==> src/rtl/interval_counter_arbiter_pkg.sv <==
// Shared types and constants for the interval counter arbiter.
package interval_counter_arbiter_pkg;

  typedef enum logic [1:0] {
    IDLE  = 2'd0,
    COUNT = 2'd1,
    DONE  = 2'd2
  } state_t;

  localparam int unsigned REQ0 = 0;
  localparam int unsigned REQ1 = 1;

  // Reset owner is requester 1, so requester 0 wins the first contested arbitration.
  localparam logic LAST_GRANT_RST = 1'b1;

  // Round-robin pick between two requesters; assumes at least one req bit is set.
  function automatic logic pick_winner(input logic [1:0] req, input logic last);
    if (req[REQ0] && req[REQ1]) return ~last;
    return req[REQ1];
  endfunction

endpackage

==> src/rtl/interval_counter_arbiter_if.sv <==
// Request/grant bundle between requesters (master) and the arbiter (slave).
interface interval_counter_arbiter_if #(
  parameter int unsigned WIDTH = 4
);
  logic [1:0]       req;
  logic [WIDTH-1:0] len0;
  logic [WIDTH-1:0] len1;
  logic [1:0]       grant;
  logic [1:0]       done;
  logic             busy;
  logic [WIDTH-1:0] count;

  modport master (
    output req, len0, len1,
    input  grant, done, busy, count
  );

  modport slave (
    input  req, len0, len1,
    output grant, done, busy, count
  );
endinterface

==> src/rtl/interval_counter_arbiter_tick.sv <==
// interval_tick_counter: WIDTH-bit up counter with clear/enable and terminal flag.
module interval_tick_counter #(
  parameter int unsigned WIDTH = 4
) (
  input  logic             clock,
  input  logic             reset,
  input  logic             i_clear,
  input  logic             i_enable,
  input  logic [WIDTH-1:0] i_len_q,
  output logic [WIDTH-1:0] o_count,
  output logic             o_terminal
);

  logic [WIDTH-1:0] r_count;

  // Clear has priority over enable; the count never wraps because the FSM stops at len_q.
  always_ff @(posedge clock or posedge reset) begin
    if (reset) begin
      r_count <= '0;
    end else if (i_clear) begin
      r_count <= '0;
    end else if (i_enable) begin
      r_count <= r_count + WIDTH'(1);
    end
  end

  assign o_count    = r_count;
  assign o_terminal = (r_count == i_len_q);

endmodule

==> src/rtl/interval_counter_arbiter.sv <==
// Round-robin arbiter sharing one interval counter between two requesters.
// Optional feature: define INTERVAL_ABORT_EN to let the owner cancel its
// interval by dropping req during COUNT (no done pulse in that case).
module interval_counter_arbiter
  import interval_counter_arbiter_pkg::*;
#(
  parameter int unsigned WIDTH = 4
) (
  input  logic                        clock,
  input  logic                        reset,
  interval_counter_arbiter_if.slave   bus
);

  state_t           r_state;
  logic [1:0]       r_grant;
  logic [1:0]       r_done;
  logic             r_busy;
  logic             r_last;
  logic             r_owner;
  logic [WIDTH-1:0] r_len_q;

  logic             w_winner;
  logic             w_abort;
  logic             w_enable;
  logic             w_clear;
  logic             w_terminal;
  logic [WIDTH-1:0] w_count;

  // Arbitration winner, abort detection and counter control.
  always_comb begin
    w_winner = pick_winner(bus.req, r_last);
`ifdef INTERVAL_ABORT_EN
    w_abort  = (r_state == COUNT) && !bus.req[r_owner];
`else
    w_abort  = 1'b0;
`endif
    // Counter only advances mid-interval; everywhere else it is held at zero,
    // which keeps count at 0 outside COUNT without a separate output register.
    w_enable = (r_state == COUNT) && !w_terminal && !w_abort;
    w_clear  = !w_enable;
  end

  interval_tick_counter #(
    .WIDTH (WIDTH)
  ) u_tick (
    .clock      (clock),
    .reset      (reset),
    .i_clear    (w_clear),
    .i_enable   (w_enable),
    .i_len_q    (r_len_q),
    .o_count    (w_count),
    .o_terminal (w_terminal)
  );

  // Sequencing FSM with registered grant/done/busy.
  always_ff @(posedge clock or posedge reset) begin
    if (reset) begin
      r_state <= IDLE;
      r_grant <= '0;
      r_done  <= '0;
      r_busy  <= 1'b0;
      r_last  <= LAST_GRANT_RST;
      r_owner <= 1'b0;
      r_len_q <= '0;
    end else begin
      r_done <= '0;
      case (r_state)
        IDLE: begin
          if (|bus.req) begin
            r_owner           <= w_winner;
            r_len_q           <= w_winner ? bus.len1 : bus.len0;
            r_grant           <= '0;
            r_grant[w_winner] <= 1'b1;
            r_busy            <= 1'b1;
            r_state           <= COUNT;
          end
        end
        COUNT: begin
          if (w_abort) begin
            r_grant <= '0;
            r_busy  <= 1'b0;
            r_last  <= r_owner;
            r_state <= IDLE;
          end else if (w_terminal) begin
            r_grant          <= '0;
            r_done[r_owner]  <= 1'b1;
            r_state          <= DONE;
          end
        end
        DONE: begin
          r_last  <= r_owner;
          r_busy  <= 1'b0;
          r_state <= IDLE;
        end
        default: begin
          r_grant <= '0;
          r_busy  <= 1'b0;
          r_state <= IDLE;
        end
      endcase
    end
  end

  assign bus.grant = r_grant;
  assign bus.done  = r_done;
  assign bus.busy  = r_busy;
  assign bus.count = w_count;

endmodule

==> src/flat_wrapper.sv <==
// flat-port wrapper written by rule: the top's interface ports become plain ports
module interval_counter_arbiter_flat import interval_counter_arbiter_pkg::*;
#(
  parameter int unsigned WIDTH = 4
)
  (clock, reset, bus_req, bus_len0, bus_len1, bus_grant, bus_done, bus_busy, bus_count);
  interval_counter_arbiter_if #(.WIDTH(WIDTH)) bus_i ();
  input  logic clock;
  input  logic reset;
  input wire logic [$bits(bus_i.req)-1:0] bus_req;
  input wire logic [$bits(bus_i.len0)-1:0] bus_len0;
  input wire logic [$bits(bus_i.len1)-1:0] bus_len1;
  output wire logic [$bits(bus_i.grant)-1:0] bus_grant;
  output wire logic [$bits(bus_i.done)-1:0] bus_done;
  output wire logic [$bits(bus_i.busy)-1:0] bus_busy;
  output wire logic [$bits(bus_i.count)-1:0] bus_count;
  assign bus_i.req = bus_req;
  assign bus_i.len0 = bus_len0;
  assign bus_i.len1 = bus_len1;
  assign bus_grant = bus_i.grant;
  assign bus_done = bus_i.done;
  assign bus_busy = bus_i.busy;
  assign bus_count = bus_i.count;
  interval_counter_arbiter #(.WIDTH(WIDTH)) u_core (.clock(clock), .reset(reset), .bus(bus_i));
endmodule
==> config.mk <==
export PLATFORM = sky130hd
export DESIGN_NAME = interval_counter_arbiter_flat
export DESIGN_NICKNAME = d
export VERILOG_FILES = /design/src/rtl/interval_counter_arbiter_pkg.sv /design/src/rtl/interval_counter_arbiter_if.sv /design/src/rtl/interval_counter_arbiter_tick.sv /design/src/rtl/interval_counter_arbiter.sv /design/src/flat_wrapper.sv
export SDC_FILE = /design/constraint.sdc
export NUM_CORES = 1
export LEC_CHECK = 0
export BUFFER_PORTS_ARGS = -buffer_cell sky130_fd_sc_hd__buf_4
export CAP_MARGIN = 20
export CORE_MARGIN = 2
export CORE_UTILIZATION = 44
export DETAILED_ROUTE_END_ITERATION = 6
export GPL_ROUTABILITY_DRIVEN = 0
export PLACE_DENSITY = 0.72
export RECOVER_POWER = 25
export SLEW_MARGIN = 15
export SYNTH_ARGS = -nofsm -noshare
export SYNTH_HDL_FRONTEND = slang
export SYNTH_SLANG_ARGS = --single-unit
==> constraint.sdc <==
create_clock -name clock -period 1.2 [get_ports clock]
set_input_delay 0.06 -clock clock [delete_from_list [all_inputs] [get_ports clock]]
set_output_delay 0.06 -clock clock [all_outputs]
set_load 0.02 [all_outputs]
======== After elaboration in Yosys (flattened, before gate mapping) ========
Index checks and enable logic that the tools add are counted.
word-level totals
  bits in registers ....................... 17
  input port bits ......................... 12
  output and inout port bits .............. 9
operators by class
  add/sub/neg operators ................... 1
  order comparisons ....................... 4
  equal/unequal tests ..................... 5
  mux-type cells .......................... 19
  bitwise logic cells ..................... 3
  reductions and logical operators ........ 11
operators with widths
  cell                   count
  $mux W2                6
  $mux W4                2
  $mux W1                6
  $pmux W2 S3            1
  $reduce_and A2 Y1      3
  $add A4 B1 Y4 const B  1
  $eq A4 B4 Y1           1
  $logic_and A1 B1 Y1    4
  $lt A1 B2 Y1 const B   2
  $ne A2 B1 Y1 const B   2
  $pmux W2 S2            1
  $not A1 Y1             3
  $reduce_and A3 Y1      1
  $demux W1 S1           2
  $eq A2 B1 Y1 const B   1
  $eq A2 B2 Y1 const B   1
  $ge A1 B1 Y1 const B   2
  $logic_not A2 Y1       1
  $pmux W1 S2            1
  $reduce_or A2 Y1       1
  $logic_not A1 Y1       1

======== Depth between registers and ports, before layout ========
  depth in word-level cells ............... 9
  depth in mapped cells ................... 3
  depth with buffers taken out ............ 3

======== Modules after synthesis ========
Synthesis repeated with hierarchy kept, for this count alone.
second synthesis, totals
  cell total of the unflattened synthesis .. 67
  area, all modules ....................... 780.7 um2
modules (own cells, without submodules)
  module                    instances  cells each  area each (um2)  seq. area each (um2)
  interval_counter_arbiter  1          45          543.0            326.6
  interval_tick_counter     1          22          237.7            100.1

======== Worst setup path before layout ========
Ideal clock, no wire load.
  kind .................................... register -> register
  start ................................... register u_core.r_last
  end ..................................... register u_core.r_len_q[0]
  setup time .............................. 0.125 ns
  data arrival time ....................... 1.210 ns
  data required time ...................... 1.075 ns
  setup slack ............................. -0.135 ns
  stages on the path, launching flop included .. 4
  path buffers ............................ 0
  period minus slack after synthesis ...... 1.335 ns
  path through ............................ dfstp_2 -> a21boi_2 -> mux2_2 -> mux2_2
on the way
  longest elaborated chain between the ends .. 4
ends and longest elaborated chain
  element                 RTL line                            source
  start, declared         interval_counter_arbiter.sv:18      logic r_last;
  start signal, assigned  interval_counter_arbiter.sv:82      r_last <= r_owner;
  start signal, assigned  interval_counter_arbiter.sv:91      r_last <= r_owner;
  $not A1 Y1              interval_counter_arbiter_pkg.sv:18  if (req[REQ0] && req[REQ1]) return ~last;
  $mux W1                 interval_counter_arbiter_pkg.sv:18
  $mux W1                 interval_counter_arbiter_pkg.sv:19  return req[REQ1];
  $mux W4                 interval_counter_arbiter.sv:71      r_len_q <= w_winner ? bus.len1 : bus.len0;
  end signal, assigned    interval_counter_arbiter.sv:71
  end, declared           interval_counter_arbiter.sv:20      logic [WIDTH-1:0] r_len_q;
No other way between the ends. The select of a mux whose other input is x is not followed.
A chain may end at the register's enable or synchronous reset.

======== Final worst setup path ========
  start ................................... register u_core.r_last
  end ..................................... register u_core.r_len_q[1]
Same word-level chain as after synthesis.

==> out/results.tsv <==
metric	value	unit
first-pass GRT wire length	2410	um
total die area	2050	um^2
DPL Wire Length	1090	um
Yosys cell types	22	
combinational family with the most area after synthesis	multiplexers	
Pwr Total	0.00271	W
P per Cell Area	2520	nW/um^2
Max Cap Viol	0	
Clock Latency Late Sink	0.28	ns
worst hold start	bus_len1[2]	
Final Slew Violations	0	
Nets	114	
vias	590	
relative slew slack	0.727	
synthesized area per cell	11.9	um^2
fin crit period	1.31	ns
WHS Endpoint	u_core.r_len_q[2]	
final setup margin	-0.115	ns
DRT Wirelength	1390	um
number of buffers and inverters on the critical path	0	
Post-Synth XOR/XNOR Area	0.0701	
placed cell area	1020	um^2
chip width	45.3	um
CTS Root Cell	clkbuf_4	
critical path class	register to register	
period utilization	1.10	
initial core utilization	0.481	
fmax	0.761	GHz
Synth Register Bits	17	
design area	1070	um^2
post-layout util	0.688	
cells after synthesis	63	
clock power share	0.108	
Top-Level Pins	21	
Syn. warnings	0	
Hold Crit Depth	3	
Post-Synth Adder-Cell Area	0.0167	
final hold slack	0.136	ns
switching portion of total power	0.367	
CTS buffer count	3	
leak pwr	0.532	nW
Via-to-Cell Ratio	5.09	
Clock Skew	0.00289	ns
I/O Buffers	20	
status	finished with violations	
worst-path maximum fanout	6	
Compound-Gate Fraction of Synth Area	0.109	
P&R area growth vs syn	43.1	%
Final Hold Fails	0	
antenna viol nets, final	0	
RR Startpoint	u_core.r_last	
H-tree lvl count	1	
number of global-route vias before repair	583	
RSZ-0062 raised after global routing	true	
Mapped Nets	76	
CP Cell Sequence	a21boi_4, mux2_2, mux2_2	
Final setup viols	5	
WL/cell	12.0	um
Int Pwr	0.00171	W
hold crit path type	primary input to register	
GRT Residual Overflow	0	
sequential area share after synthesis	0.569	
largest net degree at the start of global routing	18	
initial antenna violation count	0	
slowest stage delay, CP	0.39	ns
Crit-path slowest cell	dfstp_2	
violated checks	setup timing	
CP dominant cell by count	mux2_2	
DRC Markers	0	
Site Rows	14	
pin slew with the least headroom to its limit	0.410	ns
ratio of cells with drive above 1 in the final layout	0.490	
Crit. End Element	register	
CTS tree	done	
first-pass iteration count of the detailed router	4	
post-synthesis simple-gate area fraction	0.0801	
CTS max path bufs	2	
fillcell total	120	
total track usage	0.163	
R2R cell count	3	
CP required	1.37	ns
reg2reg setup slack	-0.11	ns
1st-iter DRT viols	8	
core area	1560	um^2
Worst setup SP type	register	
Worst-path clk slew	0.09	ns
Post-Syn Area	749	um^2
Gate power share	0.519	
overall die height	45.3	um
Net Sw Power	0.000994	W
share of power burned in registers	0.373	
mux contribution to synthesized area	0.120	
Worst path top cell family by delay	multiplexers	
TritonCTS Sinks	17	
Critical Path AT	1.49	ns
ant diodes	0	
Crit Reg-Reg Endpoint	u_core.r_len_q[1]	
Worst VDD drop	1.32	mV
==> tightest hold or removal path, stage by stage <==
cell and delay [ns]:
buf_4 0.07, mux2_2 0.12, mux2_2 0.13
==> state kept, by name, summed over array words and instances (netlist names) <==
register               cells
u_core.bus.busy            1
u_core.bus.done            2
u_core.u_tick.o_count      4
u_core.r_len_q             4
u_core.r_state             2
u_core.r_owner             1
u_core.r_last              1
u_core.bus.grant           2
==> final cells by class <==
cell class / instances / area [um^2] / share of cell area
flip-flops and latches: 17 / 427 / 0.398
clock buffers: 4 / 26.3 / 0.0245
multi-input cells: 39 / 325 / 0.303
well taps: 16 / 20.0 / 0.0187
inverters: 7 / 26.3 / 0.0245
repair buffers: 33 / 248 / 0.231
==> metal layers <==
metal	vias to the layer above	wire, um	GRT usage
li1	290	-	-
met1	281	627	0.208
met2	17	690	0.263
met3	2	64	0.0400
met4	0	9	0.0706
met5	-	0	0
==> cells in the mapped netlist (all sizes together) <==
master   n  area share
a21boi   1       0.015
a221o    1       0.013
a22o     1       0.012
a22oi    1       0.010
a41o     1       0.013
dfrtp   16        0.53
dfstp    1       0.035
ha       1       0.017
inv      7       0.035
mux2     8        0.12
nand2    1      0.0050
nand2b   2       0.017
nand3    1      0.0067
nand4    1      0.0084
nor2     6       0.030
nor3     2       0.013
o21ai    4       0.027
o22ai    1      0.0084
o31ai    1       0.010
xnor2    5       0.058
xor2     1       0.012
==> how the worst max path moves through the flow <==
stage	start	end	slack, ns	cells after the start
after floorplan	u_core.r_last	u_core.r_len_q[0]	-0.07	3
after global placement	u_core.r_last	u_core.r_len_q[0]	-0.1	3
after detailed placement	u_core.r_last	u_core.r_len_q[3]	-0.11	3
after CTS	u_core.r_last	u_core.r_len_q[3]	-0.13	3
after global routing	u_core.r_last	u_core.r_len_q[3]	-0.17	3
final	u_core.r_last	u_core.r_len_q[1]	-0.11	3
==> power by group through the flow <==
stage	Sequential [W]	Combinational [W]	Clock (W)
floorplan	0.00113	0.000621	0
CTS	0.000997	0.00137	0.000308
finish	0.00101	0.00140	0.000293
detailed placement	0.00101	0.00136	0
global route	0.00104	0.00156	0.000328
global placement	0.00100	0.00133	0
==> cell usage in the layout (no fill, tap or decap) <==
| master | instances |
|---|---|
| o21ai_2 | 1 |
| o22ai_1 | 1 |
| nor2_1 | 5 |
| xnor2_1 | 4 |
| nand2b_1 | 1 |
| nor3_1 | 2 |
| o21ai_1 | 1 |
| ha_1 | 1 |
| dfrtp_1 | 16 |
| nand4_1 | 1 |
| inv_1 | 7 |
| a21boi_4 | 1 |
| xnor2_2 | 1 |
| buf_4 | 30 |
| dfstp_2 | 1 |
| nand2b_4 | 1 |
| xor2_1 | 1 |
| a221o_1 | 1 |
| clkbuf_2 | 1 |
| nand2_1 | 1 |
| a41o_1 | 1 |
| o21ai_0 | 2 |
| clkbuf_1 | 1 |
| a22o_1 | 1 |
| nor2_2 | 1 |
| mux2_2 | 8 |
| nand3_1 | 1 |
| clkbuf_4 | 4 |
| o31ai_1 | 1 |
| dlygate4sd3_1 | 1 |
| a22oi_1 | 1 |
==> logic make-up after synthesis <==
logic type                 count (synthesis)
DFF                                       17
and+or+nand+nor                           13
AOI/OAI and AO/OA                         11
muxes                                      8
buffers and inverters                      7
xor gates and xnor gates                   6
adders and majority gates                  1
==> repair_timing <==
item	in CTS	in global routing
setup endpoints to repair	5	11
resized for setup	0	4
hold endpoints to repair	16	0
setup buffers	0	0
pin swaps	0	1
hold buffers	1	0
==> through the flow <==
stage	TNS, ns	worst slack [ns]	cells
after floorplan	-0.283	-0.0707	63
after global placement	-0.385	-0.0958	111
after detailed placement	-0.455	-0.114	111
after CTS	-0.533	-0.126	116
after global routing	-0.710	-0.168	116
final	-0.461	-0.115	116
Power figures use the tool's default switching activity.
